[config.mk]
export PLATFORM = sky130hd
export DESIGN_NAME = memory_access_sequencer
export DESIGN_NICKNAME = d
export VERILOG_FILES = /design/src/rtl/armaria_mem_pkg.sv /design/src/rtl/mem_access_planner.sv /design/src/rtl/memory_access_sequencer.sv
export SDC_FILE = /design/constraint.sdc
export NUM_CORES = 1
export LEC_CHECK = 0
export BUFFER_PORTS_ARGS = -buffer_cell sky130_fd_sc_hd__buf_2
export CORE_ASPECT_RATIO = 0.6
export CORE_MARGIN = 10
export CORE_UTILIZATION = 57
export DETAILED_ROUTE_END_ITERATION = 10
export PLACE_DENSITY = 0.81
export SYNTH_ARGS = -nofsm -noshare
export SYNTH_HDL_FRONTEND = slang
export SYNTH_SLANG_ARGS = --single-unit
export TNS_END_PERCENT = 100
[constraint.sdc]
create_clock -name clock -period 3.6 [get_ports clock]
set_input_delay 0.54 -clock clock [delete_from_list [all_inputs] [get_ports clock]]
set_output_delay 0.54 -clock clock [all_outputs]
set_load 0.02 [all_outputs]
[src/rtl/armaria_mem_pkg.sv]
// Shared encodings for the byte-serial data-memory sequencer.
// Carries op codes, the empty-stack marker, FSM states and the per-request plan.
package armaria_mem_pkg;

  localparam logic [2:0] OP_PUSH = 3'd1;
  localparam logic [2:0] OP_POP  = 3'd2;
  localparam logic [2:0] OP_BYTE = 3'd3;
  localparam logic [2:0] OP_HALF = 3'd4;
  localparam logic [2:0] OP_WORD = 3'd5;

  localparam logic [31:0] EMPTY_SP = 32'hFFFF_FFFF;

  typedef enum logic [1:0] {IDLE, ISSUE, DRAIN, DONE} state_t;

  // last_idx is N-1: the index of the final byte of the access.
  typedef struct packed {
    logic [31:0] base;
    logic [1:0]  last_idx;
    logic        is_write;
    logic        is_stack;
    logic [31:0] new_sp;
    logic        fault;
    logic [31:0] fault_rdata;
  } plan_t;

endpackage

[src/rtl/mem_access_planner.sv]
// Combinational request decode: base address, byte count, direction, new SP and fault.
// Zero latency; no flow control, evaluated every cycle and sampled by the sequencer at start.
module mem_access_planner
  import armaria_mem_pkg::*;
#(
  parameter logic [31:0] USER_TOP = 32'h17FF,
  parameter logic [31:0] USER_BOT = 32'h1000,
  parameter logic [31:0] PRIV_TOP = 32'h1FFF,
  parameter logic [31:0] PRIV_BOT = 32'h1800
) (
  input  logic [2:0]  op,
  input  logic        write,
  input  logic        M,
  input  logic [31:0] SP,
  input  logic [31:0] address,
  output plan_t       plan
);

  logic [31:0] top;
  logic [31:0] bot;

  assign top = M ? PRIV_TOP : USER_TOP;
  assign bot = M ? PRIV_BOT : USER_BOT;

  always_comb begin
    plan        = '0;
    plan.new_sp = SP;
    case (op)
      OP_PUSH: begin
        plan.is_stack = 1'b1;
        plan.is_write = 1'b1;
        plan.last_idx = 2'd3;
        if (SP == EMPTY_SP) begin
          plan.base   = top;
          plan.new_sp = top;
        end else if (SP >= bot + 32'd7) begin
          // Compared as SP >= BOT+7 so a tiny SP cannot wrap past the bound.
          plan.base   = SP - 32'd4;
          plan.new_sp = SP - 32'd4;
        end else begin
          plan.fault = 1'b1;
        end
      end
      OP_POP: begin
        plan.is_stack = 1'b1;
        plan.last_idx = 2'd3;
        if (SP == top) begin
          plan.base   = top;
          plan.new_sp = EMPTY_SP;
        end else if (SP >= bot + 32'd3 && SP < top) begin
          plan.base   = SP;
          plan.new_sp = SP + 32'd4;
        end else begin
          plan.fault       = 1'b1;
          plan.fault_rdata = EMPTY_SP;
          plan.new_sp      = EMPTY_SP;
        end
      end
      OP_BYTE: begin
        plan.base     = address;
        plan.is_write = write;
        plan.last_idx = 2'd0;
      end
      OP_HALF: begin
        plan.base     = address;
        plan.is_write = write;
        plan.last_idx = 2'd1;
      end
      OP_WORD: begin
        plan.base     = address;
        plan.is_write = write;
        plan.last_idx = 2'd3;
      end
      default: plan.fault = 1'b1;
    endcase
  end

endmodule

[src/rtl/memory_access_sequencer.sv]
// Serialises PUSH/POP/byte/half/word requests into byte RAM cycles; writes take N+1 cycles, reads N+2, faults 1.
// No backpressure: start is only sampled in IDLE and is dropped while busy.
module memory_access_sequencer
  import armaria_mem_pkg::*;
#(
  parameter logic [31:0] USER_TOP = 32'h17FF,
  parameter logic [31:0] USER_BOT = 32'h1000,
  parameter logic [31:0] PRIV_TOP = 32'h1FFF,
  parameter logic [31:0] PRIV_BOT = 32'h1800
) (
  input  logic        clock,
  input  logic        reset,
  input  logic        start,
  input  logic [2:0]  op,
  input  logic        write,
  input  logic        M,
  input  logic [31:0] SP,
  input  logic [31:0] address,
  input  logic [31:0] wdata,
  input  logic [7:0]  mem_rdata,
  output logic [31:0] mem_addr,
  output logic [7:0]  mem_wdata,
  output logic        mem_we,
  output logic        busy,
  output logic        done,
  output logic        fault,
  output logic [31:0] rdata,
  output logic [31:0] SPout,
  output logic        sp_we
);

  plan_t       plan;
  state_t      state;
  logic [1:0]  cnt;
  logic [1:0]  last_idx;
  logic        is_write;
  logic        is_stack;
  logic [31:0] new_sp;
  logic [31:0] wbuf;
  logic [31:0] asm_q;

  mem_access_planner #(
    .USER_TOP(USER_TOP),
    .USER_BOT(USER_BOT),
    .PRIV_TOP(PRIV_TOP),
    .PRIV_BOT(PRIV_BOT)
  ) u_planner (
    .op      (op),
    .write   (write),
    .M       (M),
    .SP      (SP),
    .address (address),
    .plan    (plan)
  );

  always_ff @(posedge clock or negedge reset) begin
    if (!reset) begin
      state     <= IDLE;
      cnt       <= 2'd0;
      last_idx  <= 2'd0;
      is_write  <= 1'b0;
      is_stack  <= 1'b0;
      new_sp    <= 32'd0;
      wbuf      <= 32'd0;
      asm_q     <= 32'd0;
      mem_addr  <= 32'd0;
      mem_wdata <= 8'd0;
      mem_we    <= 1'b0;
      busy      <= 1'b0;
      done      <= 1'b0;
      fault     <= 1'b0;
      rdata     <= 32'd0;
      SPout     <= 32'd0;
      sp_we     <= 1'b0;
    end else begin
      done  <= 1'b0;
      sp_we <= 1'b0;
      case (state)
        IDLE: begin
          if (start) begin
            cnt      <= 2'd0;
            last_idx <= plan.last_idx;
            is_write <= plan.is_write;
            is_stack <= plan.is_stack;
            new_sp   <= plan.new_sp;
            wbuf     <= wdata;
            asm_q    <= 32'd0;
            busy     <= 1'b1;
            if (plan.fault) begin
              state <= DONE;
              done  <= 1'b1;
              fault <= 1'b1;
              rdata <= plan.fault_rdata;
              SPout <= plan.new_sp;
              sp_we <= plan.is_stack;
            end else begin
              state     <= ISSUE;
              mem_addr  <= plan.base;
              mem_we    <= plan.is_write;
              mem_wdata <= plan.is_write ? wdata[7:0] : 8'd0;
            end
          end
        end
        ISSUE: begin
          // RAM data lags the address by one cycle, so this edge sees byte cnt-1.
          if (!is_write && cnt != 2'd0)
            asm_q[{cnt - 2'd1, 3'b000} +: 8] <= mem_rdata;
          if (cnt == last_idx) begin
            mem_addr  <= 32'd0;
            mem_we    <= 1'b0;
            mem_wdata <= 8'd0;
            if (is_write) begin
              state <= DONE;
              done  <= 1'b1;
              fault <= 1'b0;
              rdata <= 32'd0;
              SPout <= new_sp;
              sp_we <= is_stack;
            end else begin
              state <= DRAIN;
            end
          end else begin
            cnt       <= cnt + 2'd1;
            mem_addr  <= mem_addr - 32'd1;
            mem_wdata <= is_write ? wbuf[{cnt + 2'd1, 3'b000} +: 8] : 8'd0;
          end
        end
        DRAIN: begin
          state <= DONE;
          done  <= 1'b1;
          fault <= 1'b0;
          rdata <= asm_q | ({24'd0, mem_rdata} << {cnt, 3'b000});
          SPout <= new_sp;
          sp_we <= is_stack;
        end
        DONE: begin
          state <= IDLE;
          busy  <= 1'b0;
          fault <= 1'b0;
        end
        default: state <= IDLE;
      endcase
    end
  end

endmodule

==> flow_summary.ini <==
[die]
dieArea_sq_um = 27800
initial_core_util_pct = 57.9
dieWidth_um = 209
rows = 41
die_h_um = 133
core_area_sq_um = 21000
io_pins = 221

[synth]
synth_edf_count = 0
avgSynthCellArea_sq_um = 8.60
synth.distinct_cells = 68
synth_cells = 1416
synth_warnings = 0
syn_nets = 1542
seq_area_frac_synth_pct = 43.8
ys_seq_elements = 213
synthFlopType = dfrtp_1
netlist_area_sq_um = 12200
synth-async-reset-ratio_pct = 100

[power_and_ir_drop]
leakagePower_uw = 0.00667
netSwitchingPower_uw = 5850
peakVddDrop_mv = 0.564
p_comb_share_pct = 50.0
clockPowerShare_pct = 19.1
switching_share_pct = 44.5
p_per_area_nw_per_um2 = 902
seq_power_share_pct = 31.0
intPower_uw = 7290

[setup_path]
cpPeakStageDelay_ps = 530
crit_fanout = 58
startpoint_type = input pin
r2r_cells = 8
cp.arrival_ps = 3620
end_kind = flop
path_cells = buf_2 > or4_1 > or3_4 > or2_1 > o311ai_0 > o211a_2 > buf_12 > nand2_1 > o211ai_1
path_class = input pin to flop
crit_slowest_cell = or4_1
required_ps = 4010

[route]
ant_nets = 0
first_pass_iters = 7
drtIter0Drc = 1941
wl_um = 43400
drc = 0
via_per_inst = 6.56
wl_per_cell_um = 22.7
vias = 12500

[global_routing]
grt_pass1_vias = 11700
overflow = 0
antenna_found_initial = 2
grt_usage_pct = 29.9
grt_max_degree = 111
grt_pass1_wl_um = 68000

[run]
maxCapViolations = 0

[clock_tree]
cts_buffer_depth = 3
h-tree-depth = 1
clkTransAtPathRegs_ps = 70
post_cts_resized = 0
postCtsHoldBufs = 0
cts.sink_count = 213
cts_buffers = 21
clkLatencyLatePin_ps = 510
tritoncts = done
cts-root-buf = clkbuf_16
post-cts-setup-buffers = 0

[timing]
layout_min_cycle_time_ps = 3200
setup_viol = 0
finalHoldViolations = 0
skew_ps = 16.4
tightest_slew_ps = 1110
slew_headroom_pct = 26.0
layout_setup_ws_ps = 396
final.setup.tns_ps = 0
fmax_ghz = 0.312
rsz0062_at_grt = false
maxSlewViolCount = 0
fin_crit_sh_pct = 89.0

[place]
port_buffers = 220
placed_cell_area_sq_um = 13800
pre_cts_ws_ps = -60.9
place_congestion = 1.06
hpwlAfterDp_um = 31900

[min_path]
min_path_type = input pin to asynchronous set/reset pin

[layout]
syn_to_final_growth_pct = 19.6
fillers = 1724
fin_area_sq_um = 14600
final_layout_size_suffix_gt1_share_pct = 21.2
post-route-util_pct = 69.3
fin_nets = 1740
multiInputGateArea_sq_um = 6260
ff_latch_area_sq_um = 5330

[status]
outcome = complete, no violations
## metal layers
metal	GRT usage, %	up-vias	part of all wire (%)
li1	-	5622	-
met1	46.2	6019	45
met2	38.8	839	39
met3	10.8	59	14
met4	4.81	0	1.5
met5	0	-	0
## cells in the final DEF (no fill, tap or decap), types with 7 or more instances in the layout
cell / count
a211oi_1: 17
a21o_1: 9
a21oi_1: 112
a221o_1: 10
a221oi_1: 15
a222oi_1: 9
a22o_1: 13
a31oi_1: 36
and2_1: 25
and3_1: 16
buf_12: 9
buf_2: 219
buf_4: 51
clkbuf_16: 21
dfrtp_1: 213
ha_1: 14
inv_1: 44
mux2i_1: 7
mux4_2: 8
nand2_1: 237
nand2b_1: 7
nand3_1: 30
nand4_1: 12
nor2_1: 83
nor3_1: 37
nor4_1: 12
o211ai_1: 48
o21a_1: 36
o21ai_0: 80
o22ai_1: 29
o2bb2ai_1: 13
o31ai_1: 15
or3_1: 17
or4_1: 7
xor2_1: 10
## synth_stat cells (7+ instances only)
| cell type | count | share of area (%) |
|---|---|---|
| a221o_1 | 10 | 0.82 |
| nand3_1 | 30 | 1.2 |
| or3_1 | 17 | 0.87 |
| nand2b_1 | 7 | 0.36 |
| a211oi_1 | 18 | 1.1 |
| buf_1 | 7 | 0.22 |
| o31ai_1 | 15 | 0.92 |
| a222oi_1 | 9 | 0.74 |
| and2_1 | 26 | 1.3 |
| or4_1 | 7 | 0.43 |
| dfrtp_1 | 213 | 44 |
| ha_1 | 14 | 1.4 |
| nand4_1 | 12 | 0.62 |
| mux4_2 | 8 | 1.5 |
| o2bb2ai_1 | 13 | 0.93 |
| nor2_1 | 83 | 2.6 |
| o21ai_0 | 82 | 3.4 |
| xor2_1 | 10 | 0.72 |
| mux2i_1 | 7 | 0.58 |
| o22ai_1 | 29 | 1.5 |
| nor4_1 | 12 | 0.62 |
| a21o_1 | 9 | 0.55 |
| nand2_1 | 238 | 7.3 |
| and3_1 | 16 | 0.82 |
| a22o_1 | 13 | 0.93 |
| clkbuf_1 | 81 | 2.5 |
| inv_1 | 44 | 1.4 |
| a21oi_1 | 112 | 4.6 |
| nor3_1 | 37 | 1.5 |
| buf_2 | 13 | 0.53 |
| a31oi_1 | 36 | 1.8 |
| o21a_1 | 36 | 2.2 |
| a221oi_1 | 15 | 1.1 |
| o211ai_1 | 48 | 3.0 |
## kinds of logic after synthesis
family / after synthesis / synth area share [%]
simple gates: 509 / 19.2
buf+inv: 151 / 4.94
compound gates: 493 / 27.0
xor+xnor: 16 / 1.15
fa+ha+maj: 14 / 1.44
flops: 213 / 43.8
mux: 20 / 2.52
## final cells by class
cell class / count / share of cell area, %
Sequential cell: 213 / 36.6
Multi-Input combinational cell: 1052 / 43.0
Clock buffer: 26 / 4.01
Clock inverter: 12 / 1.36
Timing Repair Buffer: 280 / 11.5
Inverter: 46 / 1.18
Tap cell: 279 / 2.39
Antenna cell: 2 / 0.0343
## sequential cells by signal, summed over array words and instances, names as in the netlist, 2 cells and up
| register | flops |
|---|---|
| wbuf | 32 |
| mem_wdata | 8 |
| SPout | 32 |
| last_idx | 2 |
| cnt | 2 |
| new_sp | 32 |
| mem_addr | 32 |
| state | 2 |
| asm_q | 32 |
| rdata | 32 |
## critical path: cells and delay by family
family / cells / cell delay (ps)
buffers and inverters: 2 / 350
AND/OR/NAND/NOR: 4 / 1600
AO/OA/AOI/OAI: 3 / 1080
## metrics by stage
stage	power, uW	std cells	hold WS [ps]
5_1_grt	14000	1910	225
6_report	13100	1910	168
2_1_floorplan	8470	1416	244
4_1_cts	13100	1908	208
3_5_place_dp	10600	1870	459
3_3_place_gp	10300	1870	452
## power groups by stage
| stage | clock [uW] | combinational (uW) | sequential (uW) |
|---|---|---|---|
| after floorplan | 0 | 3890 | 4580 |
| after global placement | 0 | 6290 | 4040 |
| after detailed placement | 0 | 6480 | 4070 |
| after CTS | 2520 | 6510 | 4050 |
| after global routing | 2620 | 7200 | 4180 |
| final | 2510 | 6560 | 4070 |
## path summary, 6_finish.rpt
check                                     startpoint               endpoint  slack, ps
worst max-delay path                          SP[22]   SPout[4]$_DFFE_PN0P_        400
min in group clock                         wdata[10]   wbuf[10]$_DFFE_PN0P_        220
worst min-delay path                           reset  rdata[26]$_DFFE_PN0P_        170
max in group asynchronous                      reset  SPout[27]$_DFFE_PN0P_       2580
worst max register to register    cnt[1]$_DFFE_PN0P_   SPout[4]$_DFFE_PN0P_        620
worst min register to register  wbuf[25]$_DFFE_PN0P_   wbuf[25]$_DFFE_PN0P_        470
Note: power is estimated with default switching activity, not from simulation.
